===== config.mk =====
export PLATFORM = sky130hd
export DESIGN_NAME = vga_sync_detector
export DESIGN_NICKNAME = d
export VERILOG_FILES = /design/src/rtl/vga_sync_detector.sv
export SDC_FILE = /design/constraint.sdc
export NUM_CORES = 1
export LEC_CHECK = 0
export BUFFER_PORTS_ARGS = -buffer_cell sky130_fd_sc_hd__buf_2
export CORE_MARGIN = 5
export CORE_UTILIZATION = 40
export CTS_CLUSTER_SIZE = 24
export DETAILED_ROUTE_END_ITERATION = 8
export MAX_ROUTING_LAYER = met4
export SLEW_MARGIN = 20
export SYNTH_ARGS = -nofsm -noshare
export SYNTH_HDL_FRONTEND = slang
export SYNTH_SLANG_ARGS = --single-unit
export TNS_END_PERCENT = 20

===== constraint.sdc =====
create_clock -name clk -period 3.35 [get_ports clk]
set_clock_uncertainty 0.05 [all_clocks]
set_input_delay 0.1675 -clock clk [delete_from_list [all_inputs] [get_ports clk]]
set_output_delay 0.1675 -clock clk [all_outputs]
set_load 0.02 [all_outputs]

===== src/rtl/vga_sync_detector.sv =====
// vga_sync_detector: recovers VGA timing from incoming sync pulses,
// measures line/frame geometry and flags frame-stable lock.
module vga_sync_detector #(
  parameter int CNT_W       = 11,
  parameter int LOCK_FRAMES = 2
) (
  input  logic             clk,
  input  logic             reset,
  input  logic             hsync_in,
  input  logic             vsync_in,
  output logic [CNT_W-1:0] hpos,
  output logic [CNT_W-1:0] vpos,
  output logic [CNT_W-1:0] h_total,
  output logic [CNT_W-1:0] h_sync_len,
  output logic [CNT_W-1:0] v_total,
  output logic [CNT_W-1:0] v_sync_len,
  output logic             line_start,
  output logic             frame_start,
  output logic             locked,
  output logic             lock_lost
);

  localparam int MW = $clog2(LOCK_FRAMES + 1);
  localparam logic [CNT_W-1:0] CMAX = '1;
  localparam logic [MW-1:0] LOCK_N = MW'(LOCK_FRAMES);

  typedef enum logic [1:0] {
    SEARCH,
    MEASURE,
    LOCKED
  } state_t;

  state_t state, state_n;

  logic [MW-1:0]    match_cnt, match_n;
  logic [CNT_W-1:0] v_total_n;
  logic [CNT_W-1:0] hs_cnt, vs_cnt;
  logic [CNT_W-1:0] line_len, frame_cnt;
  logic             hs1, hs2, hs3;
  logic             vs1, vs2, vs3;
  logic             h_rise, h_fall;
  logic             v_rise, v_fall;
  logic             line_ok, line_ok_now;
  logic             h_bad, v_match;

  function automatic logic [CNT_W-1:0] sat_inc(
    input logic [CNT_W-1:0] v
  );
    return (v == CMAX) ? v : v + 1'b1;
  endfunction

  always_ff @(posedge clk or posedge reset) begin
    if (reset) begin
      {hs3, hs2, hs1} <= '0;
      {vs3, vs2, vs1} <= '0;
    end else begin
      {hs3, hs2, hs1} <= {hs2, hs1, hsync_in};
      {vs3, vs2, vs1} <= {vs2, vs1, vsync_in};
    end
  end

  assign h_rise = hs2 & ~hs3;
  assign h_fall = ~hs2 & hs3;
  assign v_rise = vs2 & ~vs3;
  assign v_fall = ~vs2 & vs3;

  // A line ending on the frame edge still counts toward the old frame.
  always_comb begin
    line_len    = sat_inc(hpos);
    frame_cnt   = h_rise ? sat_inc(vpos) : vpos;
    h_bad       = h_rise & (line_len != h_total);
    line_ok_now = line_ok & ~h_bad;
    v_match     = line_ok_now & (frame_cnt == v_total);
  end

  always_comb begin
    state_n   = state;
    match_n   = match_cnt;
    v_total_n = v_total;
    unique case (state)
      SEARCH: begin
        if (v_rise) begin
          v_total_n = '0;
          match_n   = '0;
          state_n   = MEASURE;
        end
      end
      MEASURE: begin
        if (v_rise) begin
          v_total_n = frame_cnt;
          if (v_match) begin
            match_n = match_cnt + 1'b1;
            if (match_n == LOCK_N)
              state_n = LOCKED;
          end else begin
            match_n = '0;
          end
        end
      end
      LOCKED: begin
        if (v_rise)
          v_total_n = frame_cnt;
        if (h_bad
            || (v_rise && frame_cnt != v_total)
            || hpos == CMAX
            || vpos == CMAX)
          state_n = SEARCH;
      end
      default: state_n = SEARCH;
    endcase
  end

  always_ff @(posedge clk or posedge reset) begin
    if (reset) begin
      hpos       <= '0;
      vpos       <= '0;
      h_total    <= '0;
      h_sync_len <= '0;
      v_sync_len <= '0;
      hs_cnt     <= '0;
      vs_cnt     <= '0;
      line_ok    <= 1'b1;
      line_start <= 1'b0;
      frame_start <= 1'b0;
    end else begin
      hpos <= h_rise ? '0 : sat_inc(hpos);
      if (h_rise)
        h_total <= line_len;
      if (v_rise)
        vpos <= '0;
      else if (h_rise)
        vpos <= sat_inc(vpos);
      if (h_fall) begin
        h_sync_len <= hs_cnt;
        hs_cnt     <= '0;
      end else if (hs2) begin
        hs_cnt <= sat_inc(hs_cnt);
      end
      if (v_fall) begin
        v_sync_len <= vs_cnt;
        vs_cnt     <= '0;
      end else if (vs2 && h_rise) begin
        vs_cnt <= sat_inc(vs_cnt);
      end
      line_ok     <= v_rise ? 1'b1 : line_ok_now;
      line_start  <= h_rise;
      frame_start <= v_rise;
    end
  end

  // locked trails state by one edge; lock_lost marks that falling edge.
  always_ff @(posedge clk or posedge reset) begin
    if (reset) begin
      state     <= SEARCH;
      match_cnt <= '0;
      v_total   <= '0;
      locked    <= 1'b0;
      lock_lost <= 1'b0;
    end else begin
      state     <= state_n;
      match_cnt <= match_n;
      v_total   <= v_total_n;
      locked    <= (state == LOCKED);
      lock_lost <= locked & (state != LOCKED);
    end
  end

endmodule


==> summary.md <==
| Metric | Value |
|---|---|
| Via density per instance | `5.42` |
| VDD IR max | `0.000370 V` |
| I/O pin cnt | `74` |
| Hold slack | `0.304 ns` |
| Pins Over Slew Limit | `0` |
| Die height | `125 um` |
| DRT Pass-1 Iters | `4` |
| Placer Congestion | `0.898` |
| Area leader, netlist | `dfrtp_1` |
| Final #Nets | `650` |
| Rows | `42` |
| Worst path cell trace | `nand3_2 -> o41ai_4 -> and3_1 -> o2bb2ai_1 -> a2111oi_2 -> nor4b_4 -> nand4_1 -> a211oi_2 -> mux2_1` |
| Register area share after synthesis | `48.7%` |
| Cell area after layout | `0.00633 mm2` |
| Sum of buffers and inverters on the critical path | `0` |
| Crit path max-delay family | `compound AO/OA/AOI/OAI gates` |
| Setup repair after global routing missed its margin | `false` |
| CTS Sinks | `103` |
| Initial core utilization | `40.5%` |
| Tcrit/Tclk final | `92.9%` |
| Number of synthesized flops with an enable pin | `0` |
| Die width | `125 um` |
| Vias in the first global route | `4299` |
| Global-route wire length before repair | `22400 um` |
| Die area | `0.0156 mm2` |
| Post-synth top area share | `48.2%` |
| IO Port Bufs | `73` |
| Worst EP required | `3.54 ns` |
| Clk slew on worst S/H paths | `0.07 ns` |
| H-tree depth | `3` |
| Multi-input gate area | `0.00256 mm2` |
| Slew margin rel. | `48.5%` |
| Fmax | `0.321 GHz` |
| CTS Buffer Depth | `2` |
| Synth Instances | `551` |
| Final period demand of the worst path | `3.11 ns` |
| Synth Net Count | `565` |
| Crit path largest cell delay | `0.54 ns` |
| Ant. Diodes | `0` |
| CTS Buf Count | `9` |
| Synth area leaders | `dfrtp_1 (48%), nand2_1 (5.9%), o21ai_0 (4.2%)` |
| CP max-delay cell | `dfrtp_1` |
| WL final | `13300 um` |
| Overflow after GRT | `0` |
| Filler Cell Count | `1248` |
| Util after Layout | `48.4%` |
| Max-cap violation count | `0` |
| Pin count of the biggest net entering global routing | `80` |
| Ys async rst share | `100%` |
| Clock Latency Late Sink | `0.36 ns` |
| Crit path capture type | `register` |
| DRC viols | `0` |
| DP Area | `0.00595 mm2` |
| Worst Slack Setup Final | `0.239 ns` |
| Core area | `0.0131 mm2` |
| Final hold vios | `0` |
| Avg Inst Size Synth | `9.61 um2` |
| Setup CP Type | `register to register` |
| Netlist cell types | `68` |
| Post-route setup TNS | `0 ns` |
| Post-route ant nets | `0` |
| Area grow syn2layout | `19.6%` |
| DR iter-0 viols | `324` |
| CTS tree | `done` |
| Top FF cell, synth | `dfrtp_1` |
| Finish-stage setup viols | `0` |
| Vias | `4431` |
| FF+latch count, synth | `103` |
| FF/Latch Area | `0.00258 mm2` |
| Worst EP arrival | `3.30 ns` |
| Post-CTS Setup Bufs | `0` |
| Status | `finished, final reports clean` |
| Routed len/inst | `16.3 um` |
| Worst slack, placed | `0.115 ns` |
| Hold crit path type | `register to register` |
| Synth Cell Area | `0.00529 mm2` |
| Pwr/cell area | `530 mW/mm2` |
| Leakage | `3.05 nW` |
| Root buffer cell | `clkbuf_16` |
| Leading cell type in the layout, fill and taps excluded | `dfrtp_1` |
| Commonest cells after routing, fill and taps aside | `dfrtp_1 (102), nand2_1 (83), buf_2 (73)` |
| Yosys warns | `0` |
| Share of cells above drive strength 1 | `23.1%` |
| Worst-Margin Slew | `0.763 ns` |
| Startpoint types | `register` |
| Post-DP HPWL | `9470 um` |
| GR Util All Layers | `17.9%` |
| Initial antenna violation count | `0` |
| Worst Path Max Fanout | `8` |
worst register-to-register path, delay by kind of cell (launching register included):
| family | cells | cell delay [ns] |
|---|---|---|
| compound gates | 4 | 1.10 |
| simple gates | 4 | 0.96 |
| flops | 1 | 0.54 |
| mux | 1 | 0.33 |
per-layer routing:
layer	vias up	share of wire, %	GRT usage (%)
met5	-	0	-
met4	0	1.5	5.17
met3	15	5.2	4.56
met2	110	47	27.4
met1	2151	46	23.5
li1	2155	-	-
final timing paths:
check                                   from                    end  slack, ns  depth (start not counted)
setup / recovery           vpos[2]$_DFF_PP0_   state[0]$_DFFE_PP0P_       0.24                          9
hold / removal                 hs1$_DFF_PP0_          hs2$_DFF_PP0_       0.30                          0
setup reg to reg           vpos[2]$_DFF_PP0_   state[0]$_DFFE_PP0P_       0.24                          9
hold reg to reg                hs1$_DFF_PP0_          hs2$_DFF_PP0_       0.30                          0
max in group asynchronous              reset      vpos[7]$_DFF_PP0_       2.12                          4
min in group asynchronous              reset  vs_cnt[6]$_DFFE_PP0P_       0.44                          3
through the flow:
stage                     power, mW  std cells
final                          3.36        817
after global routing           3.55        817
after CTS                      3.39        816
after detailed placement       2.26        798
after global placement         2.24        798
after floorplan                2.01        551
repair_timing:
item                                    4_1_cts  5_1_grt
endpoints found under the setup margin        0        1
hold endpoints to repair                      2       76
hold buffers                                  2        1
gates resized for setup                       0        7
power breakdown:
part,switching (mW),internal [mW],leakage (nW),total (mW)
clock,0.514,0.599,0.156,1.11
sequential,0.136,1.35,1.39,1.49
combinational,0.464,0.294,1.50,0.759
total,1.11,2.24,3.05,3.36
final cells by class:
cell class                 count  share of cell area (%)
sequential                   103                    40.7
multi-input combinational    402                    40.4
timing repair buffer         102                    9.33
clock buffer                   9                    3.56
tap                          176                    3.48
clock inverter                 7                    1.36
inverter                      18                    1.15
registers in the layout, summed over array words and instances, names as in the netlist:
name,flops
vs_cnt,11
line_ok,1
h_total,11
vs2,1
vs3,1
vs1,1
hs_cnt,11
hpos,11
v_sync_len,11
vpos,11
match_cnt,2
state,2
frame_start,1
hs1,1
line_start,1
lock_lost,1
v_total,11
hs2,1
h_sync_len,11
locked,1
hs3,1
logic make-up (layout without fill, tap and decap cells):
logic type | count (synthesis) | in the layout | share of synthesized area (%)
buf+inv | 46 | 136 | 3.64
flops | 103 | 103 | 48.7
simple gates | 231 | 231 | 22.1
compound gates | 115 | 115 | 14.9
fa+ha+maj | 10 | 10 | 2.36
xor+xnor | 27 | 27 | 4.47
mux | 19 | 19 | 3.90
Yosys cell counts, drive strengths merged (9+ instances only):
cell type	number
nor2	46
o21ai	45
mux2	13
xnor2	13
buf	10
dfrtp	102
a21oi	15
nand2	83
nand3	22
xor2	14
inv	16
clkbuf	18
ha	10
and3	9
nand4	21
No activity file was read; power rests on OpenSTA's default activity.
